[config.mk]
export PLATFORM = sky130hd
export DESIGN_NAME = cache_refill_arbiter_flat
export DESIGN_NICKNAME = d
export VERILOG_FILES = /design/src/rtl/cache_refill_arbiter_if.sv /design/src/rtl/cache_refill_arbiter.sv /design/src/flat_wrapper.sv
export SDC_FILE = /design/constraint.sdc
export NUM_CORES = 1
export LEC_CHECK = 0
export CAP_MARGIN = 10
export CORE_AREA = 5 5 253 255
export DETAILED_ROUTE_END_ITERATION = 7
export DIE_AREA = 0 0 258 260
export HOLD_SLACK_MARGIN = 0.03
export SLEW_MARGIN = 30
export SYNTH_ARGS = -nofsm -noshare
export SYNTH_HDL_FRONTEND = slang
export SYNTH_SLANG_ARGS = --single-unit
[constraint.sdc]
create_clock -name clk -period 5.4 [get_ports clk]
set_input_delay 1.08 -clock clk [delete_from_list [all_inputs] [get_ports clk]]
set_output_delay 1.08 -clock clk [all_outputs]
set_load 0.05 [all_outputs]
[src/rtl/cache_refill_arbiter_if.sv]
// rtl/cache_refill_arbiter_if.sv - cache refill request/response and AXI read channel bundle
// master: arbiter side; slave: caches and memory side.
interface cache_refill_arbiter_if #(
   parameter int ADDR_W = 32,
   parameter int DATA_W = 32,
   parameter int BEATS  = 8
);
   localparam int LINE_W = BEATS * DATA_W;

   logic              i_req_i;
   logic [ADDR_W-1:0] i_addr_i;
   logic              i_rvalid_o;
   logic [LINE_W-1:0] i_rdata_o;
   logic              d_req_i;
   logic [ADDR_W-1:0] d_addr_i;
   logic              d_rvalid_o;
   logic [LINE_W-1:0] d_rdata_o;
   logic              m_arvalid_o;
   logic              m_arready_i;
   logic [ADDR_W-1:0] m_araddr_o;
   logic [7:0]        m_arlen_o;
   logic [2:0]        m_arsize_o;
   logic [1:0]        m_arburst_o;
   logic              m_rvalid_i;
   logic              m_rready_o;
   logic [DATA_W-1:0] m_rdata_i;
   logic              m_rlast_i;

   modport master (
      input  i_req_i, i_addr_i, d_req_i, d_addr_i,
      input  m_arready_i, m_rvalid_i, m_rdata_i, m_rlast_i,
      output i_rvalid_o, i_rdata_o, d_rvalid_o, d_rdata_o,
      output m_arvalid_o, m_araddr_o, m_arlen_o, m_arsize_o, m_arburst_o, m_rready_o
   );

   modport slave (
      output i_req_i, i_addr_i, d_req_i, d_addr_i,
      output m_arready_i, m_rvalid_i, m_rdata_i, m_rlast_i,
      input  i_rvalid_o, i_rdata_o, d_rvalid_o, d_rdata_o,
      input  m_arvalid_o, m_araddr_o, m_arlen_o, m_arsize_o, m_arburst_o, m_rready_o
   );
endinterface

[src/rtl/cache_refill_arbiter.sv]
// rtl/cache_refill_arbiter.sv - shares one burst read port between ICache and DCache line refills
// Tie-break: CACHE_ARB_RR_EN selects round-robin; default is fixed DCache priority.
module cache_refill_arbiter #(
   parameter int ADDR_W = 32,
   parameter int DATA_W = 32,
   parameter int BEATS  = 8
) (
   input  logic                   clk,
   input  logic                   rst,
   cache_refill_arbiter_if.master bus
);
   localparam int LINE_W = BEATS * DATA_W;
   localparam int CNT_W  = $clog2(BEATS);
   localparam int OFF_W  = $clog2(LINE_W / 8);
   localparam logic [ADDR_W-1:0] OFF_MASK = ADDR_W'((1 << OFF_W) - 1);
   localparam logic [CNT_W-1:0]  LAST_BEAT = CNT_W'(BEATS - 1);

   typedef enum logic [1:0] {IDLE, ADDR, DATA, RESP} state_t;

   state_t            state, state_nxt;
   logic [CNT_W-1:0]  beat_cnt;
   logic [LINE_W-1:0] line;
   logic              grant;
   logic [ADDR_W-1:0] addr_q;
   logic              any_req;
   logic              win_d;
   logic              unused_rlast;

   assign any_req      = bus.i_req_i | bus.d_req_i;
   assign unused_rlast = bus.m_rlast_i;

`ifdef CACHE_ARB_RR_EN
   logic last_grant;

   always_comb begin
      win_d = bus.d_req_i;
      if (bus.i_req_i && bus.d_req_i)
         win_d = ~last_grant;
   end

   always_ff @(posedge clk or negedge rst) begin
      if (!rst)
         last_grant <= 1'b0;
      else if (state == RESP)
         last_grant <= grant;
   end
`else
   always_comb begin
      win_d = bus.d_req_i;
   end
`endif

   always_ff @(posedge clk or negedge rst) begin
      if (!rst)
         state <= IDLE;
      else
         state <= state_nxt;
   end

   always_comb begin
      state_nxt = state;
      case (state)
         IDLE: if (any_req) state_nxt = ADDR;
         ADDR: if (bus.m_arready_i) state_nxt = DATA;
         DATA: if (bus.m_rvalid_i && beat_cnt == LAST_BEAT) state_nxt = RESP;
         RESP: state_nxt = IDLE;
         default: state_nxt = IDLE;
      endcase
   end

   // Beat count alone ends the burst; m_rlast_i is deliberately not trusted.
   always_ff @(posedge clk or negedge rst) begin
      if (!rst) begin
         beat_cnt <= '0;
         line     <= '0;
         grant    <= 1'b0;
         addr_q   <= '0;
      end else begin
         case (state)
            IDLE: if (any_req) begin
               grant  <= win_d;
               addr_q <= (win_d ? bus.d_addr_i : bus.i_addr_i) & ~OFF_MASK;
            end
            ADDR: if (bus.m_arready_i) beat_cnt <= '0;
            DATA: if (bus.m_rvalid_i) begin
               line[beat_cnt*DATA_W +: DATA_W] <= bus.m_rdata_i;
               beat_cnt                        <= beat_cnt + 1'b1;
            end
            default: ;
         endcase
      end
   end

   assign bus.m_arvalid_o = (state == ADDR);
   assign bus.m_araddr_o  = addr_q;
   assign bus.m_arlen_o   = 8'(BEATS - 1);
   assign bus.m_arsize_o  = 3'b010;
   assign bus.m_arburst_o = 2'b01;
   assign bus.m_rready_o  = (state == DATA);
   assign bus.i_rvalid_o  = (state == RESP) && !grant;
   assign bus.d_rvalid_o  = (state == RESP) && grant;
   assign bus.i_rdata_o   = line;
   assign bus.d_rdata_o   = line;
endmodule

[src/flat_wrapper.sv]
// flat-port wrapper written by rule: the top's interface ports become plain ports
module cache_refill_arbiter_flat 
#(
   parameter int ADDR_W = 32,
   parameter int DATA_W = 32,
   parameter int BEATS  = 8
)
  (clk, rst, bus_i_req_i, bus_i_addr_i, bus_d_req_i, bus_d_addr_i, bus_m_arready_i, bus_m_rvalid_i, bus_m_rdata_i, bus_m_rlast_i, bus_i_rvalid_o, bus_i_rdata_o, bus_d_rvalid_o, bus_d_rdata_o, bus_m_arvalid_o, bus_m_araddr_o, bus_m_arlen_o, bus_m_arsize_o, bus_m_arburst_o, bus_m_rready_o);
  cache_refill_arbiter_if #(.ADDR_W(ADDR_W), .DATA_W(DATA_W), .BEATS(BEATS)) bus_i ();
  input  logic clk;
  input  logic rst;
  input wire logic [$bits(bus_i.i_req_i)-1:0] bus_i_req_i;
  input wire logic [$bits(bus_i.i_addr_i)-1:0] bus_i_addr_i;
  input wire logic [$bits(bus_i.d_req_i)-1:0] bus_d_req_i;
  input wire logic [$bits(bus_i.d_addr_i)-1:0] bus_d_addr_i;
  input wire logic [$bits(bus_i.m_arready_i)-1:0] bus_m_arready_i;
  input wire logic [$bits(bus_i.m_rvalid_i)-1:0] bus_m_rvalid_i;
  input wire logic [$bits(bus_i.m_rdata_i)-1:0] bus_m_rdata_i;
  input wire logic [$bits(bus_i.m_rlast_i)-1:0] bus_m_rlast_i;
  output wire logic [$bits(bus_i.i_rvalid_o)-1:0] bus_i_rvalid_o;
  output wire logic [$bits(bus_i.i_rdata_o)-1:0] bus_i_rdata_o;
  output wire logic [$bits(bus_i.d_rvalid_o)-1:0] bus_d_rvalid_o;
  output wire logic [$bits(bus_i.d_rdata_o)-1:0] bus_d_rdata_o;
  output wire logic [$bits(bus_i.m_arvalid_o)-1:0] bus_m_arvalid_o;
  output wire logic [$bits(bus_i.m_araddr_o)-1:0] bus_m_araddr_o;
  output wire logic [$bits(bus_i.m_arlen_o)-1:0] bus_m_arlen_o;
  output wire logic [$bits(bus_i.m_arsize_o)-1:0] bus_m_arsize_o;
  output wire logic [$bits(bus_i.m_arburst_o)-1:0] bus_m_arburst_o;
  output wire logic [$bits(bus_i.m_rready_o)-1:0] bus_m_rready_o;
  assign bus_i.i_req_i = bus_i_req_i;
  assign bus_i.i_addr_i = bus_i_addr_i;
  assign bus_i.d_req_i = bus_d_req_i;
  assign bus_i.d_addr_i = bus_d_addr_i;
  assign bus_i.m_arready_i = bus_m_arready_i;
  assign bus_i.m_rvalid_i = bus_m_rvalid_i;
  assign bus_i.m_rdata_i = bus_m_rdata_i;
  assign bus_i.m_rlast_i = bus_m_rlast_i;
  assign bus_i_rvalid_o = bus_i.i_rvalid_o;
  assign bus_i_rdata_o = bus_i.i_rdata_o;
  assign bus_d_rvalid_o = bus_i.d_rvalid_o;
  assign bus_d_rdata_o = bus_i.d_rdata_o;
  assign bus_m_arvalid_o = bus_i.m_arvalid_o;
  assign bus_m_araddr_o = bus_i.m_araddr_o;
  assign bus_m_arlen_o = bus_i.m_arlen_o;
  assign bus_m_arsize_o = bus_i.m_arsize_o;
  assign bus_m_arburst_o = bus_i.m_arburst_o;
  assign bus_m_rready_o = bus_i.m_rready_o;
  cache_refill_arbiter #(.ADDR_W(ADDR_W), .DATA_W(DATA_W), .BEATS(BEATS)) u_core (.clk(clk), .rst(rst), .bus(bus_i));
endmodule
==> impl_metrics.csv <==
group,metric,value,unit
route,drc_errors,0,
route,via_count,10940,
pwr,p_per_area,640.0,nW/um2
synth,ys.warnings.count,0,
critical_path,cp_slowest_stage_delay,0.81,ns
grt,track_usage,15.83,%
critical_path,crit_path_frequent_cell,"ha_1",
synth,seq_area_frac_synth,49.58,%
sta,hold_viol,0,
synth,synth_edf_count,0,
floorplan,rows,91,
synth,synthArstFlopShare,100.0,%
sta,max_slew_margin,34.69,%
pwr,power_frac_clock,18.4,%
critical_path,worstPathMaxFanout,45,
sta,fin_crit_sh,74.98,%
sta,slew_viol_final,0,
synth,muxShareOfSynthArea,16.15,%
synth,synth-seq-cells,289,
final_layout,layout.nets,1870,
route,drt-total-wl,55.63,mm
cts,clkSlewWorstSetupHoldPaths,0.06,ns
pwr,switching_share,50.50,%
cts,cts_root_buf,"clkbuf_16",
critical_path,endpoint_kind,"flop",
critical_path,cp_slowest_cell,"dfrtp_1",
cts,post_cts_resized,0,
synth,synth_top_family_by_area,"buffers and inverters",
floorplan,dieArea,67080,um2
place,gp_congestion,0.8002,
pwr,power.total,13.50,mW
sta,worst_hold_slack,0.3879,ns
critical_path,crit_type,"flop to flop",
grt,antenna_found_initial,1,
cts,ctsHoldBuffers,0,
pwr,p_int,6.681,mW
synth,synthAdderAreaFrac,0.7720,%
cts,cts_made_buffers,35,
floorplan,ios,664,
synth,syn_avg_cell_area,10.43,um2
final_layout,final_util,34.36,%
pwr,switchingPower,6.815,mW
status,status,"finished clean",
route,wire_per_inst,21.61,um
floorplan,die_y,260,um
place,dp_hpwl,40.53,mm
synth,synth-compound-area-share,5.567,%
cts,htree_levels,2,
final_layout,syn_to_final_growth,44.58,%
grt,grt_pass1_wl,79.90,mm
critical_path,path_cells,"inv_1 -> ha_1 -> ha_1 -> nand4b_4 -> buf_4 -> or2_2 -> o21ai_0",
sta,skew,0.01173,ns
synth,synth_cell_types,38,
final_layout,drive_gt1_share,10.49,%
synth,synth_xor_xnor_area_share,0,%
flow_run,drv_cap,0,
cts,clock-sinks,289,
pwr,peakVddDrop,0.0004190,V
floorplan,dieWidth,258,um
route,drt-vias-per-instance,4.250,
sta,finalSetupTns,0,ns
sta,fmax,247.0,MHz
floorplan,start_util,23.77,%
pwr,p_leak,9.408,nW
route,antenna_left,0,
sta,setup_viol_count_final,0,
synth,ys.flop_type,"dfrtp_1",
cts,worst_skew_pair.late_latency,0.52,ns
route,dr.pass1.iters,6,
synth,synth_area,14590,um2
critical_path,cp.arrival,4.46,ns
sta,tightestPinTransition,0.9767,ns
critical_path,required,5.81,ns
pwr,pwr-share-seq,24.6,%
grt,grt_overflow,0,
synth,synth_cells,1398,
pwr,p_comb_share,57.0,%
route,dr.first_iter.drc_count,444,
critical_path,cp-start-kind,"flop",
grt,grt_pass1_vias,11790,
sta,fin_crit,4.049,ns
synth,synthSimpleGateAreaFrac,8.904,%
final_layout,nFillCells,6076,
cts,cts_tree,"done",
cts,post_cts_buffers,0,
cts,cts.path.max_buffers,3,
hold_path,hold_class,"input pin to asynchronous set/reset pin",
grt,grt_max_degree,142,
critical_path,reg2reg_depth,7,
sta,rsz0062_at_grt,"false",
floorplan,fp.coreArea,61370,um2
place,port_buffers,634,
power by group through the flow:
stage          sequential [mW]  clock [mW]  combinational, mW
2_1_floorplan             5.17           0               3.62
3_3_place_gp              3.34           0               7.67
3_5_place_dp              3.37           0               7.77
4_1_cts                   3.34        2.57               7.79
5_1_grt                   3.42        2.64               8.01
6_report                  3.33        2.48               7.69
critical path: cells and delay by family, from the launching register on:
family                     cells  cell delay, ns
DFF                            1            0.81
and+or+nand+nor                2            1.18
AOI/OAI and AO/OA              1            0.35
buffers and inverters          2            0.67
adders and majority gates      2            0.91
kinds of logic after synthesis:
kind of cell    count (synthesis)
compound gates                158
simple gates                  271
fa+ha+maj                       9
buf+inv                       446
flops                         289
other cells                     2
mux                           223
flip-flops by register name, indices dropped and copies added, names as in the netlist:
name,cells
u_core.beat_cnt,3
u_core.grant,1
u_core.bus.m_araddr_o,27
u_core.bus.d_rdata_o,256
u_core.state,2
synthesized netlist by cell type, drive strengths merged, types with 3 or more instances:
| cell | number | area [um2] |
|---|---|---|
| and2 | 46 | 287.8 |
| and3 | 6 | 37.54 |
| and4bb | 3 | 37.53 |
| buf | 311 | 2261 |
| clkbuf | 35 | 131.4 |
| dfrtp | 289 | 7232 |
| ha | 9 | 112.6 |
| inv | 100 | 375.4 |
| mux2 | 99 | 1115 |
| mux2i | 124 | 1241 |
| nand2 | 188 | 705.7 |
| nor2 | 5 | 18.77 |
| nor2b | 3 | 18.77 |
| nor3b | 3 | 27.52 |
| nor4b | 3 | 53.80 |
| o21ai | 152 | 760.7 |
| or2 | 3 | 18.77 |
path summary, 6_finish.rpt:
| kind | endpoint | slack (ns) | startpoint |
|---|---|---|---|
| setup / recovery | u_core.bus.d_rdata_o[108]$_DFFE_PN0P_ | 1.35 | u_core.beat_cnt[0]$_DFFE_PN0P_ |
| hold / removal | u_core.bus.d_rdata_o[220]$_DFFE_PN0P_ | 0.39 | rst |
| setup reg to reg | u_core.bus.d_rdata_o[108]$_DFFE_PN0P_ | 1.35 | u_core.beat_cnt[0]$_DFFE_PN0P_ |
| hold reg to reg | u_core.bus.m_araddr_o[24]$_DFFE_PN0P_ | 0.48 | u_core.bus.m_araddr_o[24]$_DFFE_PN0P_ |
| max in group asynchronous | u_core.bus.d_rdata_o[235]$_DFFE_PN0P_ | 3.91 | rst |
| min in group clk | u_core.bus.m_araddr_o[24]$_DFFE_PN0P_ | 0.48 | u_core.bus.m_araddr_o[24]$_DFFE_PN0P_ |
final cells by class:
type                            instances  area (um2)  area share (%)
Tap cell                              790       988.4           4.687
Timing Repair Buffer                  653        6568           31.14
Inverter                              100       375.4           1.780
Sequential cell                       289        7232           34.29
Clock buffer                           53        1086           5.150
Multi-Input combinational cell        679        4706           22.31
Clock inverter                          9       128.9          0.6111
Antenna cell                            2       5.005         0.02373
per-stage QoR:
step	instances	instance area [um2]	setup slack, ns
floorplan	1414	14650	2.834
global placement	2509	19820	1.521
detailed placement	2511	19870	1.327
CTS	2573	21080	1.255
global route	2573	21080	1.086
finish	2575	21090	1.351
layer usage:
metal / up-vias / track usage (%) / share of wire [%]
li1: 4964 / - / -
met1: 5456 / 18.86 / 40
met2: 446 / 29.14 / 52
met3: 78 / 3.068 / 5.3
met4: 0 / 4.257 / 2.6
met5: - / 0 / 0
placed cells by master (no fill, tap or decap), types with 13 or more instances in the layout:
cell type        instances
mux2_2                  93
buf_4                   13
mux2i_1                124
clkbuf_16               37
dfrtp_1                289
o21ai_0                141
nand2_1                187
inv_1                  100
clkdlybuf4s50_1        633
conb_1                  18
and2_1                  46
Note: power is estimated with default switching activity, not from simulation.
